## src/rtl/link_sequencer_if.sv

```systemverilog
// Requester/peer signal bundle for link_sequencer.
// The slave side is the sequencer; the master side is the requester plus peer model.
interface link_sequencer_if #(
    parameter int LEN_W = 8,
    parameter int DLY_W = 4
);
    logic             REQ;
    logic [LEN_W-1:0] LEN;
    logic [DLY_W-1:0] DELAY;
    logic             START;
    logic             RESET;
    logic             Y;
    logic             X;
    logic             READY;
    logic             PEER_NRST;
    logic             BUSY;
    logic             DONE;
    logic             ERR;
    logic [LEN_W-1:0] COUNT;

    modport slave (
        input  REQ, LEN, DELAY, START, RESET, Y,
        output X, READY, PEER_NRST, BUSY, DONE, ERR, COUNT
    );

    modport master (
        output REQ, LEN, DELAY, START, RESET, Y,
        input  X, READY, PEER_NRST, BUSY, DONE, ERR, COUNT
    );
endinterface

```

## src/rtl/link_sequencer.sv

```systemverilog
// Sequences one length-counted transfer with a peer FSM: arm, optional READY delay,
// beat counting, and a one-cycle DONE/ERR wrap-up that also resets the peer.
module link_sequencer #(
    parameter int LEN_W = 8,
    parameter int DLY_W = 4,
    parameter int TMO   = 16
) (
    input  logic           CLK,
    input  logic           N_RESET,
    link_sequencer_if.slave lnk
);
    localparam int TMO_W = $clog2(TMO + 1);

    typedef enum logic [2:0] {
        IDLE = 3'd0,
        ARM  = 3'd1,
        WAIT = 3'd2,
        RDY  = 3'd3,
        XFER = 3'd4,
        FIN  = 3'd5,
        FAIL = 3'd6
    } state_t;

    state_t           state_q, state_d;
    logic [LEN_W-1:0] len_q, count_q;
    logic [DLY_W-1:0] dly_q, dcnt_q;
    logic [TMO_W-1:0] tmo_q;
    logic             last_beat, tmo_hit, accept;
    logic             x_o, ready_o, peer_nrst_o, busy_o, done_o, err_o;

    // Compare one bit wider so LEN of all ones never aliases with a wrapped count.
    assign last_beat = ({1'b0, count_q} + 1'b1) == {1'b0, len_q};
    assign tmo_hit   = tmo_q == TMO_W'(TMO);
    assign accept    = (state_q == IDLE) && lnk.REQ && (lnk.LEN != '0);

    always_ff @(posedge CLK or negedge N_RESET) begin
        if (!N_RESET) state_q <= IDLE;
        else          state_q <= state_d;
    end

    always_comb begin
        state_d     = state_q;
        x_o         = 1'b0;
        ready_o     = 1'b0;
        peer_nrst_o = 1'b1;
        busy_o      = 1'b0;
        done_o      = 1'b0;
        err_o       = 1'b0;
        case (state_q)
            IDLE: begin
                if (lnk.REQ) state_d = (lnk.LEN != '0) ? ARM : FAIL;
            end
            ARM: begin
                x_o    = 1'b1;
                busy_o = 1'b1;
                if (lnk.START)   state_d = (dly_q != '0) ? WAIT : RDY;
                else if (tmo_hit) state_d = FAIL;
            end
            WAIT: begin
                x_o    = 1'b1;
                busy_o = 1'b1;
                if (lnk.RESET)                 state_d = FAIL;
                else if (dcnt_q == DLY_W'(1))  state_d = RDY;
            end
            RDY: begin
                x_o     = 1'b1;
                ready_o = 1'b1;
                busy_o  = 1'b1;
                if (lnk.RESET)    state_d = FAIL;
                else if (lnk.Y)   state_d = last_beat ? FIN : XFER;
                else if (tmo_hit) state_d = FAIL;
            end
            XFER: begin
                x_o     = 1'b1;
                ready_o = 1'b1;
                busy_o  = 1'b1;
                if (lnk.RESET)                state_d = FAIL;
                else if (lnk.Y && last_beat)  state_d = FIN;
            end
            FIN: begin
                busy_o      = 1'b1;
                done_o      = 1'b1;
                peer_nrst_o = 1'b0;
                state_d     = IDLE;
            end
            FAIL: begin
                busy_o      = 1'b1;
                err_o       = 1'b1;
                peer_nrst_o = 1'b0;
                state_d     = IDLE;
            end
            default: state_d = IDLE;
        endcase
    end

    // Timeout counter restarts on every state change; only ARM and RDY let it run.
    always_ff @(posedge CLK or negedge N_RESET) begin
        if (!N_RESET) begin
            tmo_q   <= '0;
            len_q   <= '0;
            dly_q   <= '0;
            dcnt_q  <= '0;
            count_q <= '0;
        end else begin
            if (state_q != state_d)
                tmo_q <= '0;
            else if (state_q == ARM || state_q == RDY)
                tmo_q <= tmo_q + 1'b1;

            if (accept) begin
                len_q   <= lnk.LEN;
                dly_q   <= lnk.DELAY;
                count_q <= '0;
            end

            if (state_q == ARM && state_d == WAIT)
                dcnt_q <= dly_q;
            else if (state_q == WAIT)
                dcnt_q <= dcnt_q - 1'b1;

            // A peer fall-back on the same cycle as Y aborts without counting the beat.
            if ((state_q == RDY || state_q == XFER) && lnk.Y && !lnk.RESET)
                count_q <= count_q + 1'b1;
        end
    end

    assign lnk.X         = x_o;
    assign lnk.READY     = ready_o;
    assign lnk.PEER_NRST = peer_nrst_o;
    assign lnk.BUSY      = busy_o;
    assign lnk.DONE      = done_o;
    assign lnk.ERR       = err_o;
    assign lnk.COUNT     = count_q;
endmodule

```

## src/flat_wrapper.sv

```systemverilog
// flat-port wrapper written by rule: the top's interface ports become plain ports
module link_sequencer_flat 
#(
    parameter int LEN_W = 8,
    parameter int DLY_W = 4,
    parameter int TMO   = 16
)
  (CLK, N_RESET, lnk_REQ, lnk_LEN, lnk_DELAY, lnk_START, lnk_RESET, lnk_Y, lnk_X, lnk_READY, lnk_PEER_NRST, lnk_BUSY, lnk_DONE, lnk_ERR, lnk_COUNT);
  link_sequencer_if #(.LEN_W(LEN_W), .DLY_W(DLY_W)) lnk_i ();
  input  logic CLK;
  input  logic N_RESET;
  input wire logic [$bits(lnk_i.REQ)-1:0] lnk_REQ;
  input wire logic [$bits(lnk_i.LEN)-1:0] lnk_LEN;
  input wire logic [$bits(lnk_i.DELAY)-1:0] lnk_DELAY;
  input wire logic [$bits(lnk_i.START)-1:0] lnk_START;
  input wire logic [$bits(lnk_i.RESET)-1:0] lnk_RESET;
  input wire logic [$bits(lnk_i.Y)-1:0] lnk_Y;
  output wire logic [$bits(lnk_i.X)-1:0] lnk_X;
  output wire logic [$bits(lnk_i.READY)-1:0] lnk_READY;
  output wire logic [$bits(lnk_i.PEER_NRST)-1:0] lnk_PEER_NRST;
  output wire logic [$bits(lnk_i.BUSY)-1:0] lnk_BUSY;
  output wire logic [$bits(lnk_i.DONE)-1:0] lnk_DONE;
  output wire logic [$bits(lnk_i.ERR)-1:0] lnk_ERR;
  output wire logic [$bits(lnk_i.COUNT)-1:0] lnk_COUNT;
  assign lnk_i.REQ = lnk_REQ;
  assign lnk_i.LEN = lnk_LEN;
  assign lnk_i.DELAY = lnk_DELAY;
  assign lnk_i.START = lnk_START;
  assign lnk_i.RESET = lnk_RESET;
  assign lnk_i.Y = lnk_Y;
  assign lnk_X = lnk_i.X;
  assign lnk_READY = lnk_i.READY;
  assign lnk_PEER_NRST = lnk_i.PEER_NRST;
  assign lnk_BUSY = lnk_i.BUSY;
  assign lnk_DONE = lnk_i.DONE;
  assign lnk_ERR = lnk_i.ERR;
  assign lnk_COUNT = lnk_i.COUNT;
  link_sequencer #(.LEN_W(LEN_W), .DLY_W(DLY_W), .TMO(TMO)) u_core (.CLK(CLK), .N_RESET(N_RESET), .lnk(lnk_i));
endmodule
```

## config.mk

```make
export PLATFORM = sky130hd
export DESIGN_NAME = link_sequencer_flat
export DESIGN_NICKNAME = d
export VERILOG_FILES = /design/src/rtl/link_sequencer_if.sv /design/src/rtl/link_sequencer.sv /design/src/flat_wrapper.sv
export SDC_FILE = /design/constraint.sdc
export NUM_CORES = 1
export LEC_CHECK = 0
export CORE_MARGIN = 5
export CORE_UTILIZATION = 48
export CTS_BUF_LIST = sky130_fd_sc_hd__clkbuf_8 sky130_fd_sc_hd__clkbuf_16
export DETAILED_ROUTE_END_ITERATION = 16
export GPL_TIMING_DRIVEN = 0
export PLACE_DENSITY = 0.78
export SLEW_MARGIN = 0
export SYNTH_ARGS = -nofsm -noshare
export SYNTH_HDL_FRONTEND = slang
export SYNTH_SLANG_ARGS = --single-unit
export TNS_END_PERCENT = 10
```

## constraint.sdc

```tcl
create_clock -name CLK -period 2.15 [get_ports CLK]
set_input_delay 0.3225 -clock CLK [delete_from_list [all_inputs] [get_ports CLK]]
set_output_delay 0.3225 -clock CLK [all_outputs]
set_load 0.005 [all_outputs]
```

# Yosys cells after proc, flatten, opt, wreduce, memory -nomap -nowiden

Cells that the tools add are included.

Equal/unequal tests: 11
Multiplexer cells: 25
Add/subtract/negate cells: 4
Reduce and logical (&&, ||, !) cells: 19

Operators with widths:

| operator                                          | count |
|---|---|
| two-way mux 3 bit                                 | 10 |
| two-way mux 8 bit                                 | 2 |
| one-hot mux 3 bit (5 select lines)                | 1 |
| two-way mux 5 bit                                 | 2 |
| adder 8 x 1 -> 9 bit (second input constant)      | 1 |
| == test 3 x 2 -> 1 bit (second input constant)    | 3 |
| == test 3 bit (second input constant)             | 3 |
| == test 9 x 8 -> 1 bit                            | 1 |
| adder 8 x 1 -> 8 bit (second input constant)      | 1 |
| two-way mux 1 bit                                 | 8 |
| two-way mux 4 bit                                 | 2 |
| nonzero test 8 bit                                | 1 |
| logical AND 1 bit                                 | 6 |
| nonzero test 2 bit                                | 3 |
| OR reduction 6 bit                                | 1 |
| adder 5 x 1 -> 5 bit (second input constant)      | 1 |
| == test 5 bit (second input constant)             | 1 |
| == test 4 x 1 -> 1 bit (second input constant)    | 1 |
| nonzero test 4 bit                                | 1 |
| OR reduction 2 bit                                | 2 |
| OR reduction 4 bit                                | 1 |
| subtractor 4 x 1 -> 4 bit (second input constant) | 1 |
| == test 3 x 1 -> 1 bit (second input constant)    | 1 |
| zero test 3 bit                                   | 1 |
| other kinds (3)                                   | 4 |

Flip-flop bits (word level): 32
Input bits: 18

# Logic depth before layout (Yosys ltp)

Depth after elaboration: 9
Depth in mapped cells: 7

# Worst setup path before layout

Ideal clock, no wire load.

Path type: register to register
From: register u_core.state_q[1]
To: register u_core.tmo_q[0]
Arrival time: 1.958 ns
Period minus slack after synthesis: 2.096 ns
Cell stages (with the launch flop): 7
Library setup time: 0.139 ns
Buffers on the path: 1
Setup slack: 0.054 ns
Cell sequence: dfrtp_1 > buf_4 > or3b_4 > a211oi_4 > o2111ai_1 > o41ai_2 > a21oi_1

Word-level cells in the longest chain between the ends: 6
Elaborated cells on any way between the ends: 19

Ends and longest elaborated chain:

| element                                                        | line                                       | RTL |
|---|---|---|
| from (decl)                                                    | link_sequencer.sv:24                       | `state_t state_q, state_d;` |
| from (signal assigned)                                         | link_sequencer.sv:38                       | `else state_q <= state_d;` |
| two-way mux 3 bit                                              | link_sequencer.sv:57, link_sequencer.sv:71 |  |
| two-way mux 3 bit                                              | link_sequencer.sv:70                       | `else if (lnk.Y) state_d = last_beat ? FIN : XFER;` |
| two-way mux 3 bit                                              | link_sequencer.sv:69                       | `if (lnk.RESET) state_d = FAIL;` |
| one-hot mux 3 bit (5 select lines)                             | link_sequencer.sv:49                       | `case (state_q)` |
| != test 3 bit                                                  | link_sequencer.sv:105                      | `if (state_q != state_d)` |
| two-way mux 5 bit / nonzero test 2 bit (equally long branches) | --                                         |  |
| to (signal assigned)                                           | link_sequencer.sv:108                      | `tmo_q <= tmo_q + 1'b1;` |
| to (decl)                                                      | link_sequencer.sv:27                       | `logic [TMO_W-1:0] tmo_q;` |

Parallel ways exist; a longest one is shown, timed or not.
A chain may end at the register's enable or synchronous reset.

# Worst setup path in the final report

From: register u_core.state_q[1]
To: output lnk_X

Word-level cells in the longest chain between the ends: 3
Elaborated cells on any way between the ends: 6

Ends and longest elaborated chain:

| element                               | line                 | RTL |
|---|---|---|
| == test 3 bit (tied with other cells) | link_sequencer.sv:49 |  |
| OR reduction 4 bit (no line) *        | --                   |  |
| two-way mux 1 bit *                   | link_sequencer.sv:49 |  |
| to (decl)                             | flat_wrapper.sv:18   | `output wire logic [$bits(lnk_i.X)-1:0] lnk_X;` |

Mark *: on every way between the ends. The rest lies on a longest branch, timed or not.

==> qor.yml <==
status:
  outcome: "complete, no violations"
worst_setup_path:
  endpoint_kind: "primary output"
  r2r_start: "u_core.state_q[1]"
  critical_path_peak_fanout: 10
  critical-path-max-stage-delay_ns: 0.50
  timing.reg2reg.setup_slack_ns: 0.10
  worst_ep_arrival_time_ns: 1.74
  start_kind: "register"
  critPathSlowestCell: "clkdlybuf4s50_1"
  r2r-end: "u_core.tmo_q[4]"
  worstSetupPathType: "reg2out"
  worst-r2r-cell-count: 7
  timing.critical_path.required_ns: 1.83
  worstSetupEndpoint: "lnk_X"
  worst_path_cell_trace: "buf_6 -> buf_4 -> o21a_1 -> nor2_1 -> clkdlybuf4s50_1"
  startpoint: "u_core.state_q[1]"
sta:
  max-slew-margin-rel: 0.515
  period_minus_slack_ns: 2.06
  layout_worst_path_cycle_share: 0.959
  hold-worst-slack_ns: 0.0887
  unrepaired_setup_endpoints_after_global_routing: "false"
  finalSetupTns_ns: 0
  worst_slew_pin_slew_ns: 0.722
  timing_hold_violations_final: 0
  worst_clock_skew_ns: 0.00522
  slew_viol_final: 0
  report.final.setup_viol: 0
  max_freq_mhz: 485
cts:
  cts.path.max_buffers: 2
  number_of_buffers_created_by_cts: 5
  clock-root-buffer: "clkbuf_8"
  cts-hold-fix-buffers: 0
  cts.sinks: 32
  cts_tree: "done"
  clkLatencyLatePin_ns: 0.28
  clkTransAtPathRegs_ns: 0.06
  cts_max_level: 2
power_and_ir_drop:
  internal_power_mw: 1.79
  power_frac_seq: 0.351
  comb_power_frac: 0.488
  switching_share: 0.390
  vdd_ir_drop_max_mv: 0.730
  power.density_cell_area_nw_per_um2: 1170
  total_power_mw: 2.93
  power.switching_mw: 1.14
  clock_power_share: 0.161
  total_leakage_power_nw: 1.04
cells_and_area:
  final_layout_size_suffix_gt1_frac: 0.154
  fillers: 347
  layout.nets: 281
  num_antenna_cells: 0
  area_growth_syn_to_layout_pct: 27.4
synth:
  synth-seq-area-share: 0.406
  yosys.cell_count.top_type: "nand2_1"
  asyncSetResetFlopFracSynth: 1.00
  dominant_cells_by_area_after_synthesis: "dfrtp_1 41%, nand2_1 7.6%, xor2_1 4.9%"
  post_synth_xor_area_fraction: 0.0844
  post_synth_fa_ha_maj_area_fraction: 0.0317
  synthesis.nets: 245
  number_of_synthesized_register_bits: 32
  synth_top_family_by_area: "simple AND/OR/NAND/NOR gates"
  synth_compound_gate_area_share: 0.160
  mean_area_per_synthesized_cell_um2: 8.88
  synthDistinctLibCells: 42
  synth_enable_flop_cells: 0
  synth_mux_area_frac: 0.0394
  synth-simple-area-share: 0.240
  post_synth_most_frequent_cells: "40 x nand2_1, 32 x dfrtp_1, 15 x nor2_1"
  syn-cell-area_um2: 1970
  synth_ff_type: "dfrtp_1"
  synth-warning-count: 0
  synthDominantCellAreaShare: 0.406
  synthDominantAreaCellType: "dfrtp_1"
  synth_cells: 222
die:
  floorplan.rows: 23
  io_pins: 32
  core_area_um2: 4000
  initial_core_util: 0.493
  floorplan_die_area_um2: 5490
  die_w_um: 74.1
  vertical_extent_of_the_die_um: 74.1
detailed_routing:
  drt_wl_total_um: 4440
  met2RoutedLength_um: 2130
  m1WireLength_um: 2050
  wl_per_cell_um: 14.4
  via_count: 1735
  route.detailed.drc: 0
  detailroute.wirelength.met3_um: 193
  top_layer: "met4"
  ant_nets: 0
  via_per_inst: 5.61
  first_iter_violations: 117
  drt_first_pass_iters: 4
global_routing:
  antenna_violations_before_repair: 0
  grt_util_all_layers: 0.175
  globalRoute.totalOverflow: 0
  grt_start_max_net_pins: 33
  vias_in_the_first_global_route: 1632
  grt_first_pass_wirelength_um: 7390
placement:
  port-buffer-count: 30
  globalplace.congestion: 0.849
  half_perimeter_wire_length_after_placement_um: 3280
job:
  timing.max_cap.violations: 0
min_path:
  min_path_type: "in2async"
-- power by group through the flow --
stage	clock (mW)	combinational, mW	sequential (mW)
floorplan	0	0.912	0.974
global placement	0	1.26	1.02
detailed placement	0	1.30	1.03
CTS	0.483	1.38	1.01
global route	0.519	1.60	1.06
finish	0.474	1.43	1.03
-- flip-flops by register name, summed over array words and instances, names as in the netlist --
| register | flops |
|---|---|
| u_core.tmo_q | 5 |
| u_core.dly_q | 4 |
| u_core.len_q | 8 |
| u_core.lnk.COUNT | 8 |
| u_core.dcnt_q | 4 |
| u_core.state_q | 3 |
-- cells in the final DEF (no fill, tap or decap), types with 5 or more instances in the layout --
cell type        instances
a21oi_1                 10
buf_4                    5
clkbuf_8                 6
clkdlybuf4s50_1         28
dfrtp_1                 31
inv_1                    6
mux2_2                   6
nand2_1                 40
nand3_1                  5
nor2_1                  14
o21ai_0                 13
o21ai_1                  6
xnor2_1                  8
xor2_1                  11
-- cell families (layout without fill, tap and decap cells) --
group	Yosys count	after routing
and+or+nand+nor	92	92
DFF	32	32
xor gates and xnor gates	19	19
muxes	7	7
AOI/OAI and AO/OA	48	48
adders and majority gates	5	5
buffers and inverters	19	56
-- metal layers --
metal,up-vias,GRT usage
met5,-,0
met4,0,0.0664
met3,6,0.0338
met2,34,0.288
met1,844,0.228
li1,851,-
-- repair_timing --
action                     4_1_cts  5_1_grt
gates resized for setup          7       17
pin swaps                        5        5
setup endpoints to repair       14       21
setup buffers                    2        2
-- metrics by stage --
step | worst slack, ns | instances | instance area (µm²) | util
after floorplan | 0.0536 | 222 | 1970 | -
after global placement | -0.278 | 302 | 2330 | 0.583
after detailed placement | -0.276 | 302 | 2330 | 0.582
after CTS | -0.00742 | 312 | 2460 | 0.615
after global routing | 0.00257 | 309 | 2510 | 0.628
final | 0.0890 | 309 | 2510 | 0.628
-- final cells by class --
cell class,instances,area (µm²),area share
multi-input cells,171,1160,0.461
flip-flops and latches,32,802,0.319
repair buffers,34,324,0.129
clock buffers,6,82.6,0.0329
well taps,50,62.6,0.0249
plain buffers,6,41.3,0.0164
inverters,8,30.0,0.0120
clock inverters,2,10.0,0.00399
-- critical path, delay by kind of cell (launching register included) --
family	cells	cell delay (ns)
compound gates	1	0.19
buf+inv	3	0.81
flops	1	0.37
simple gates	1	0.09
-- worst min path at each step --
stage / slack (ns) / endpoint / startpoint
2_1_floorplan: 0.03 / u_core.dcnt_q[0] / N_RESET
3_3_place_gp: 0.49 / u_core.len_q[5] / u_core.len_q[5]
3_5_place_dp: 0.41 / u_core.len_q[1] / N_RESET
4_1_cts: 0.11 / u_core.len_q[1] / N_RESET
5_1_grt: 0.15 / u_core.len_q[1] / N_RESET
6_report: 0.09 / u_core.len_q[1] / N_RESET
(Power assumes the default switching activity.)
